### src/rtl/subleq_ctrl.sv
// subleq_ctrl: run/debug sequencer for the subleq core.
// Sequences FETCH/READ_A/READ_B/EXEC and arbitrates memory with the host port.
module subleq_ctrl #(
    parameter int ADDR_W = 13,
    parameter int CNT_W  = 32
) (
    input  logic              iClock,
    input  logic              iReset,
    input  logic              iRun,
    input  logic              iStep,
    input  logic              iHaltReq,
    input  logic              iBreakEn,
    input  logic [ADDR_W-1:0] iBreakAddr,
    input  logic [ADDR_W-1:0] iInstrA,
    input  logic [ADDR_W-1:0] iInstrB,
    input  logic [ADDR_W-1:0] iJump,
    input  logic              iLeq,
    input  logic              iHostReq,
    input  logic              iHostWe,
    input  logic [ADDR_W-1:0] iHostAddr,
    output logic [ADDR_W-1:0] oMemAddr,
    output logic              oMemWe,
    output logic              oMemSel,
    output logic              oLoadInstr,
    output logic              oLoadA,
    output logic              oLoadB,
    output logic [ADDR_W-1:0] oIP,
    output logic              oHostAck,
    output logic              oHalted,
    output logic [2:0]        oHaltCause,
    output logic [CNT_W-1:0]  oInstrCount
);

    typedef enum logic [2:0] {
        S_HALTED,
        S_FETCH,
        S_READ_A,
        S_READ_B,
        S_EXEC,
        S_HOST,
        S_HOST_ACK
    } state_t;

    state_t             state, state_nx;
    logic [ADDR_W-1:0]  ip, ip_nx, new_ip;
    logic [2:0]         cause, cause_nx;
    logic [CNT_W-1:0]   cnt, cnt_nx;
    logic               pend, pend_nx, pend_req;
    logic               step, step_nx;
    logic               we_raw;

    always_ff @(posedge iClock) begin
        if (iReset) begin
            state <= S_HALTED;
            ip    <= '0;
            cause <= 3'd0;
            cnt   <= '0;
            pend  <= 1'b0;
            step  <= 1'b0;
        end else begin
            state <= state_nx;
            ip    <= ip_nx;
            cause <= cause_nx;
            cnt   <= cnt_nx;
            pend  <= pend_nx;
            step  <= step_nx;
        end
    end

    always_comb begin
        state_nx   = state;
        ip_nx      = ip;
        cause_nx   = cause;
        cnt_nx     = cnt;
        pend_nx    = pend;
        step_nx    = step;
        new_ip     = iLeq ? ip + iJump : ip + ADDR_W'(1);
        pend_req   = pend | iHaltReq;
        oMemAddr   = ip;
        we_raw     = 1'b0;
        oMemSel    = 1'b0;
        oLoadInstr = 1'b0;
        oLoadA     = 1'b0;
        oLoadB     = 1'b0;
        oHostAck   = 1'b0;
        oHalted    = 1'b0;

        unique case (state)
            S_HALTED: begin
                oHalted = 1'b1;
                if (iHostReq) begin
                    state_nx = S_HOST;
                end else if (iRun) begin
                    state_nx = S_FETCH;
                    step_nx  = 1'b0;
                end else if (iStep) begin
                    state_nx = S_FETCH;
                    step_nx  = 1'b1;
                end
            end
            S_FETCH: begin
                oLoadInstr = 1'b1;
                pend_nx    = pend_req;
                state_nx   = S_READ_A;
            end
            S_READ_A: begin
                oMemAddr = iInstrA;
                oLoadA   = 1'b1;
                pend_nx  = pend_req;
                state_nx = S_READ_B;
            end
            S_READ_B: begin
                oMemAddr = iInstrB;
                oLoadB   = 1'b1;
                pend_nx  = pend_req;
                state_nx = S_EXEC;
            end
            S_EXEC: begin
                oMemAddr = iInstrB;
                we_raw   = 1'b1;
                ip_nx    = new_ip;
                pend_nx  = pend_req;
                state_nx = S_HALTED;
                if (cnt != '1)
                    cnt_nx = cnt + CNT_W'(1);
                // first matching halt reason wins
                if (iLeq && (iJump == '0))
                    cause_nx = 3'd1;
                else if (pend_req)
                    cause_nx = 3'd2;
                else if (iBreakEn && (new_ip == iBreakAddr))
                    cause_nx = 3'd3;
                else if (step)
                    cause_nx = 3'd4;
                else
                    state_nx = S_FETCH;
                if (state_nx == S_HALTED) begin
                    pend_nx = 1'b0;
                    step_nx = 1'b0;
                end
            end
            S_HOST: begin
                oHalted  = 1'b1;
                oMemAddr = iHostAddr;
                oMemSel  = 1'b1;
                we_raw   = iHostWe;
                state_nx = S_HOST_ACK;
            end
            S_HOST_ACK: begin
                oHalted  = 1'b1;
                oMemAddr = iHostAddr;
                oMemSel  = 1'b1;
                oHostAck = 1'b1;
                state_nx = S_HALTED;
            end
            default: state_nx = S_HALTED;
        endcase
    end

    // reset suppresses any write already set up in this cycle
    assign oMemWe      = we_raw & ~iReset;
    assign oIP         = ip;
    assign oHaltCause  = cause;
    assign oInstrCount = cnt;

endmodule

### config.mk
export PLATFORM = sky130hd
export DESIGN_NAME = subleq_ctrl
export DESIGN_NICKNAME = d
export VERILOG_FILES = /design/src/rtl/subleq_ctrl.sv
export SDC_FILE = /design/constraint.sdc
export NUM_CORES = 1
export LEC_CHECK = 0
export BUFFER_PORTS_ARGS = -buffer_cell sky130_fd_sc_hd__buf_2
export CAP_MARGIN = 20
export CELL_PAD_IN_SITES_DETAIL_PLACEMENT = 0
export CELL_PAD_IN_SITES_GLOBAL_PLACEMENT = 1
export CORE_ASPECT_RATIO = 0.9
export CORE_MARGIN = 4
export CORE_UTILIZATION = 30
export DETAILED_ROUTE_END_ITERATION = 6
export PLACE_DENSITY_LB_ADDON = 0.15
export SLEW_MARGIN = 25
export SYNTH_ARGS = -nofsm -noshare
export SYNTH_HDL_FRONTEND = slang
export SYNTH_SLANG_ARGS = --single-unit
export TNS_END_PERCENT = 30
### constraint.sdc
create_clock -name iClock -period 2.5 [get_ports iClock]
set_input_delay 0.375 -clock iClock [delete_from_list [all_inputs] [get_ports iClock]]
set_output_delay 0.375 -clock iClock [all_outputs]
set_load 0.01 [all_outputs]
==> results.json, run 1 <==
{
  "synth_flop_cell": "dfxtp_1",
  "fin_crit_sh_pct": 100,
  "violations": "negative setup slack",
  "start_kind": "primary input",
  "ios": 142,
  "hold_path.class": "in -> reg",
  "grt_pass1_vias": 4483,
  "async_reset_ff_share_pct": 0,
  "firstDrtPassIters": 4,
  "dieHeight_um": 121,
  "holdPathStages": 2,
  "r2r_cells": 10,
  "syn-cell-area_um2": 4240,
  "clock_latency_ps": 300,
  "postCtsHoldBufs": 0,
  "grt_max_degree": 36,
  "nNetsFinal": 845,
  "setup.worst_path.start": "iLeq",
  "cts_tree": "yes",
  "routed_wl_um": 15400,
  "synth_top_cell_area_share_pct": 25.0,
  "gp_congestion": 0.871,
  "grt_antenna_before_repair": 0,
  "fin_cells": 947,
  "leakage_uw": 0.00255,
  "worst_pin_slew_ps": 968,
  "ys_warn_count": 0,
  "die_area_um2": 16100,
  "finalCriticalPeriod_ps": 2510,
  "synth_cells": 563,
  "drv_slew": 0,
  "setup-violations-final": 1,
  "finalHoldViolations": 0,
  "status": "complete, but fails checks",
  "grt.overflow.total": 0,
  "hold_ws_ps": 302,
  "required_ps": 2730,
  "path_max_fanout": 9,
  "rrSetupSlack_ps": 20,
  "yosysTopAreaCell": "dfxtp_1",
  "std_cell_rows": 40,
  "synth_area_leaders": "dfxtp_1 (25%), nand2_1 (7.0%), nor2_1 (5.3%)",
  "synth_cell_types": 69,
  "syn_nets": 651,
  "vias": 4799,
  "syn_avg_cell_area_um2": 7.53,
  "grtUsageTotal_pct": 18.5,
  "r2r_end": "oHaltCause[0]",
  "clk_pin_slew_ps": 70,
  "final_common_cell": "buf_2",
  "ir_worst_vdd_mv": 0.344,
  "area_growth_pct": 42.1,
  "vias_per_cell": 5.07,
  "numCtsBuffers": 5,
  "final.setup.worst_slack_ps": -7.39,
  "drive_above_1_share_pct": 38.4,
  "path_class": "in -> reg",
  "synth_edf_count": 0,
  "ys_seq_area_share_pct": 25.0,
  "io_buffers": 141,
  "fin_skew_ps": 10.5,
  "die_w_um": 133,
  "drv_cap": 0,
  "cts.sinks": 53,
  "finalPower_uw": 4190,
  "routedWlPerCell_um": 16.2,
  "fill_cells": 1439,
  "antenna_left": 0,
  "cellPowerDensity_nw_per_um2": 696,
  "initial_core_util_pct": 31.1,
  "cts.htree.levels": 2,
  "dp_hpwl_um": 12000,
  "cp-end-kind": "flop",
  "final_cell_mix": "buf_2 (140), nand2_1 (78), buf_4 (77), nor2_1 (59), dfxtp_1 (50)",
  "drtIter0Drc": 189,
  "ys_seq_elements": 53,
  "r2r_start": "oIP[2]",
  "antenna_cells": 0,
  "drc": 0,
  "root_buffer": "clkbuf_16",
  "rsz0062_at_grt": "true",
  "max_slew_margin_pct": 35.2,
  "fmax_mhz": 399,
  "coreArea_um2": 13600,
  "clockBufferDepth": 2,
  "placed_cells": 934,
  "grt_pass1_wl_um": 24100,
  "arrival_ps": 2740,
  "crit_path_end": "oHaltCause[0]"
}
-- critical path, cell delays in order --
cell and delay, ps:
buf_6 120, buf_4 130, and2_4 130, ha_4 290, nand2_1 70, o21a_1 210, a21o_1 210, a311oi_1 280
buf_4 170, xor2_1 190, nand3_1 170, or2_4 300, o21ai_2 100
-- synth_stat cells, types with 15 or more instances --
| master | n |
|---|---|
| mux2i_1 | 15 |
| a21oi_1 | 43 |
| xnor2_1 | 22 |
| nor2_1 | 60 |
| xor2_1 | 18 |
| nand2_1 | 79 |
| dfxtp_1 | 53 |
| clkbuf_1 | 21 |
| o21ai_0 | 37 |
-- sequential cells by signal, indices dropped and copies added, names as in the netlist --
signal	cells
oHaltCause	3
oIP	13
oInstrCount	32
pend	1
state	3
step	1
-- how the worst min path moves through the flow --
stage | start | to
after floorplan | iRun | step
after CTS | iRun | step
final | iRun | step
after global placement | oInstrCount[27] | oInstrCount[27]
after global routing | iRun | step
after detailed placement | oInstrCount[7] | oInstrCount[7]
-- per-layer routing --
layer	GRT usage, %	vias to the layer above	wire, µm
li1	-	2404	-
met1	26.6	2241	7480
met4	2.76	0	114
met5	0	-	0
met3	3.70	11	1060
met2	29.1	143	6700
-- layout make-up --
cell class	instances	area [µm²]	area share [%]
well taps	189	236	3.93
inverters	13	48.8	0.810
clock buffers	6	129	2.14
flip-flops and latches	53	1060	17.7
repair buffers	219	1300	21.6
multi-input cells	465	3230	53.6
clock inverters	2	15.0	0.249
-- through the flow --
stage	setup TNS (ps)	area [µm²]	util [%]	setup WS, ps
after CTS	0	5970	43.9	18.0
after global placement	-1590	5730	42.1	-342
after global routing	-272	6020	44.2	-119
after floorplan	-90.3	4410	-	-53.0
after detailed placement	-1930	5730	42.1	-418
final	-7.39	6020	44.2	-7.39
-- power breakdown --
part	internal (µW)	switching (µW)	total, µW
Combinational	1120	1330	2450
Clock	373	337	709
Sequential	933	102	1040
Total	2420	1770	4190
-- cells by family after synthesis --
| logic type | Yosys count | share of synthesized area (%) |
|---|---|---|
| and+or+nand+nor | 236 | 28.1 |
| AOI/OAI and AO/OA | 146 | 22.3 |
| DFF | 53 | 25.0 |
| buffers and inverters | 45 | 4.16 |
| xor gates and xnor gates | 42 | 9.33 |
| muxes | 27 | 6.73 |
| adders and majority gates | 14 | 4.31 |
-- what timing repair did --
action                     in CTS  in global routing
setup endpoints to repair       4                  9
hold endpoints to repair        0                  0
cloned                          0                  0
resized for setup              15                 14
pin swaps                       9                  8
setup buffers                   3                  2
Note: power is estimated with default switching activity, not from simulation.
==> run 2: changes to the inputs <==
CORE_UTILIZATION = 33   (was 30)
==> results.json, run 2 (synthesis gave the netlist of run 1 again) <==
{
  "drive_above_1_share_pct": 38.7,
  "nNetsFinal": 842,
  "arrival_ps": 2710,
  "dp_hpwl_um": 11600,
  "finalPower_uw": 4320,
  "routed_wl_um": 14900,
  "cts.sinks": 53,
  "hold_path.class": "in -> reg",
  "postPlaceCellArea_um2": 5670,
  "worst_pin_slew_ps": 572,
  "std_cell_rows": 38,
  "ios": 142,
  "final_core_util_pct": 49.3,
  "antenna_left": 0,
  "final_common_cell": "buf_2",
  "grt_antenna_before_repair": 0,
  "finalCriticalPeriod_ps": 2480,
  "clock_latency_ps": 290,
  "clockBufferDepth": 2,
  "rsz0062_at_grt": "true",
  "fin_skew_ps": 3.15,
  "max_slew_margin_pct": 61.8,
  "setup_tns_ps": 0,
  "antenna_cells": 0,
  "path_max_fanout": 8,
  "status": "completed",
  "die_area_um2": 14700,
  "drv_cap": 0,
  "drc": 0,
  "leakage_uw": 0.00258,
  "setup-violations-final": 0,
  "grtUsageTotal_pct": 19.8,
  "gp_congestion": 0.901,
  "grt_max_degree": 41,
  "die_w_um": 127,
  "fin_crit_sh_pct": 99.0,
  "root_buffer": "clkbuf_16",
  "grt_pass1_vias": 4629,
  "required_ps": 2730,
  "fmax_mhz": 404,
  "path_class": "in -> reg",
  "numCtsBuffers": 5,
  "area_growth_pct": 43.1,
  "clk_pin_slew_ps": 70,
  "cellPowerDensity_nw_per_um2": 712,
  "cp-end-kind": "flop",
  "ir_worst_vdd_mv": 0.305,
  "drv_slew": 0,
  "firstDrtPassIters": 5,
  "start_kind": "primary input",
  "drtIter0Drc": 256,
  "post-route-cell-area_um2": 6070,
  "largest_register_ffs": 32,
  "routedWlPerCell_um": 16.3,
  "coreArea_um2": 12300,
  "grt_pass1_wl_um": 23900,
  "dieHeight_um": 116,
  "vias_per_cell": 5.21,
  "cts.htree.levels": 2,
  "grt.overflow.total": 0,
  "cts_tree": "yes",
  "finalHoldViolations": 0,
  "io_buffers": 141,
  "vias": 4766,
  "final_cell_mix": "buf_2 (140), nand2_1 (77), buf_4 (70), nor2_1 (58), dfxtp_1 (50)",
  "initial_core_util_pct": 34.4
}
## run 2: cell types whose count changed in the layout (fill, tap and decap cells not counted), sizes merged
cell,previous run,this run
inv,12,13
bufinv,0,1
buf,219,216
clkinvlp,2,0
clkinv,1,2
clkbuf,6,5
## run 2: where the power goes
group / switching (µW) / total (µW) / leakage [µW] / internal [µW]
registers: 108 / 1040 / 0.000430 / 934
clock network: 333 / 809 / 0.0000842 / 475
logic: 1330 / 2470 / 0.00207 / 1140
## run 2: per-stage QoR
stage | setup WS [ps] | cells | hold slack (ps)
6_report | 24.7 | 915 | 299
5_1_grt | -71.7 | 915 | 304
4_1_cts | 20.1 | 914 | 294
3_5_place_dp | -394 | 902 | 500
3_3_place_gp | -379 | 902 | 479
2_1_floorplan | -53.0 | 563 | 490
## run 2: final timing paths
path / start / end / slack [ps] / depth (start not counted)
max reg2reg: oIP[2] / oHaltCause[0] / 80 / 9
max: iLeq / oHaltCause[0] / 20 / 14
min: iRun / step / 300 / 2
min reg2reg: oInstrCount[29] / oInstrCount[29] / 510 / 2
## run 2: repair_timing
| action | in CTS | in global routing |
|---|---|---|
| pin swaps | 18 | 10 |
| buffers inserted | 4 | 1 |
| hold buffers | 0 | 0 |
| endpoints found under the setup margin | 5 | 12 |
| gates resized for setup | 21 | 21 |
## run 2: cell type report
type	count	area, µm²
clock buffer	5	125
clock inverter	3	43.8
fill	1239	6250
inverter	13	48.8
multi-input combinational	465	3270
sequential	53	1070
tap	160	200
timing repair buffer	216	1310
## run 2: worst max-delay path: stages
cell      delay, ps
buf_12          110
buf_8           120
and2_4          140
ha_4            230
buf_6           120
a211oi_4        270
buf_4           170
a211oi_1         70
a311oi_2        240
buf_4           170
xor2_1          170
nand3_2         120
or2_4           280
o21ai_2         100
## run 2: layer usage
layer | track usage [%] | part of all wire [%]
met5 | 0 | 0
met3 | 4.10 | 8.4
met1 | 27.3 | 46
met2 | 32.9 | 45
met4 | 2.93 | 0.54
==> run 3: changes to the inputs <==
CORE_ASPECT_RATIO = default   (was 0.9)
==> results.json, run 3 (synthesis gave the netlist of run 1 again) <==
{
  "nNetsFinal": 836,
  "finalPower_uw": 4150,
  "die_w_um": 121,
  "pwr-share-seq_pct": 24.9,
  "firstDrtPassIters": 5,
  "drc": 0,
  "post-route-cell-area_um2": 5960,
  "setup-violations-final": 2,
  "violations": "negative setup slack",
  "p_int_uw": 2400,
  "clockBufferDepth": 2,
  "dp_hpwl_um": 11300,
  "hold_ws_ps": 301,
  "path_max_fanout": 7,
  "leakage_uw": 0.00251,
  "routed_wl_um": 14400,
  "coreArea_um2": 12600,
  "cp-end-kind": "flop",
  "path_class": "in -> reg",
  "comb_power_share_pct": 58.2,
  "cts.htree.levels": 2,
  "finalHoldViolations": 0,
  "grtUsageTotal_pct": 18.8,
  "holdPathStages": 2,
  "swShare_pct": 42.1,
  "postCtsSetupRepairBufs": 0,
  "worst_pin_slew_ps": 971,
  "postCtsHoldBufs": 0,
  "routedWlPerCell_um": 15.6,
  "initial_core_util_pct": 33.6,
  "grt_pass1_wl_um": 22400,
  "clock_latency_ps": 300,
  "largest_register_ffs": 32,
  "cts_tree": "yes",
  "rsz0062_at_grt": "true",
  "final_core_util_pct": 47.3,
  "final.setup.worst_slack_ps": -41.3,
  "ir_worst_vdd_mv": 0.354,
  "grt_antenna_before_repair": 0,
  "drtIter0Drc": 206,
  "cellPowerDensity_nw_per_um2": 696,
  "drive_above_1_share_pct": 37.2,
  "antenna_left": 0,
  "die_area_um2": 14700,
  "gp_congestion": 0.900,
  "clk_pin_slew_ps": 70,
  "cts.sinks": 53,
  "ios": 142,
  "dieHeight_um": 121,
  "start_kind": "primary input",
  "drv_cap": 0,
  "postPlaceCellArea_um2": 5680,
  "vias_per_cell": 5.11,
  "finalCriticalPeriod_ps": 2540,
  "fmax_mhz": 393,
  "p_sw_uw": 1750,
  "fill_cells": 1305,
  "hold_path.class": "in -> reg",
  "drv_slew": 0,
  "fin_crit_sh_pct": 102,
  "antenna_cells": 0,
  "required_ps": 2730,
  "grt.overflow.total": 0,
  "clockPowerShare_pct": 16.9,
  "final_cell_mix": "buf_2 (140), nand2_1 (78), buf_4 (70), nor2_1 (60), dfxtp_1 (52)",
  "final_common_cell": "buf_2",
  "grt_pass1_vias": 4368,
  "setup_tns_ps": -67.1,
  "area_growth_pct": 40.7,
  "grt_max_degree": 37,
  "max_slew_margin_pct": 35.0,
  "fin_skew_ps": 11.5,
  "std_cell_rows": 41,
  "status": "complete, but fails checks",
  "r2r_cells": 10,
  "arrival_ps": 2770,
  "vias": 4702,
  "io_buffers": 141,
  "root_buffer": "clkbuf_16",
  "numCtsBuffers": 5
}
==> run 3: path summary, 6_finish.rpt <==
| path | from | slack [ps] | end |
|---|---|---|---|
| worst min-delay path | iRun | 300 | step |
| worst max register to register | oIP[1] | 20 | oHaltCause[0] |
| worst min register to register | oInstrCount[5] | 510 | oInstrCount[5] |
| worst max-delay path | iLeq | -40 | oHaltCause[0] |
==> run 3: layout make-up <==
type                    instances  area (µm²)  share of cell area (%)
clock buffers                   6         129                    2.16
repair buffers                210        1230                    20.6
inverters                      13        48.8                   0.818
flip-flops and latches         53        1060                    17.9
multi-input cells             465        3270                    54.8
well taps                     172         215                    3.61
clock inverters                 2        15.0                   0.252
==> run 3: layer usage <==
layer	vias up	track usage, %	part of all wire (%)
li1	2388	-	-
met1	2173	26.0	47
met2	131	30.9	46
met3	10	3.08	6.2
met4	0	3.92	0.82
met5	-	0	0
==> run 3: through the flow <==
step | setup slack, ps | std cells
after floorplan | -53.0 | 563
after global placement | -364 | 913
after detailed placement | -395 | 913
after CTS | 0.689 | 921
after global routing | -119 | 921
final | -41.3 | 921
==> run 3: worst max-delay path, stage by stage <==
cell and delay, ps:
buf_4 150, buf_4 160, and2_1 160, ha_4 310, nand3_4 90, or3_1 350
a211oi_2 230, a311oi_4 80, xnor2_1 140, a2111o_1 370, or2_4 250, o21ai_2 100
==> run 3: repair_timing <==
item                                    4_1_cts  5_1_grt
gates resized for setup                      11       12
endpoints found under the setup margin        4        4
pin swaps                                    12        5
cloned                                        0        0
==> run 3: power by group through the flow <==
stage          Combinational (µW)  Clock (µW)  Sequential [µW]
2_1_floorplan                1470           0             1050
3_3_place_gp                 2310           0             1040
3_5_place_dp                 2330           0             1050
4_1_cts                      2360         739             1030
5_1_grt                      2640         758             1050
6_report                     2420         702             1030
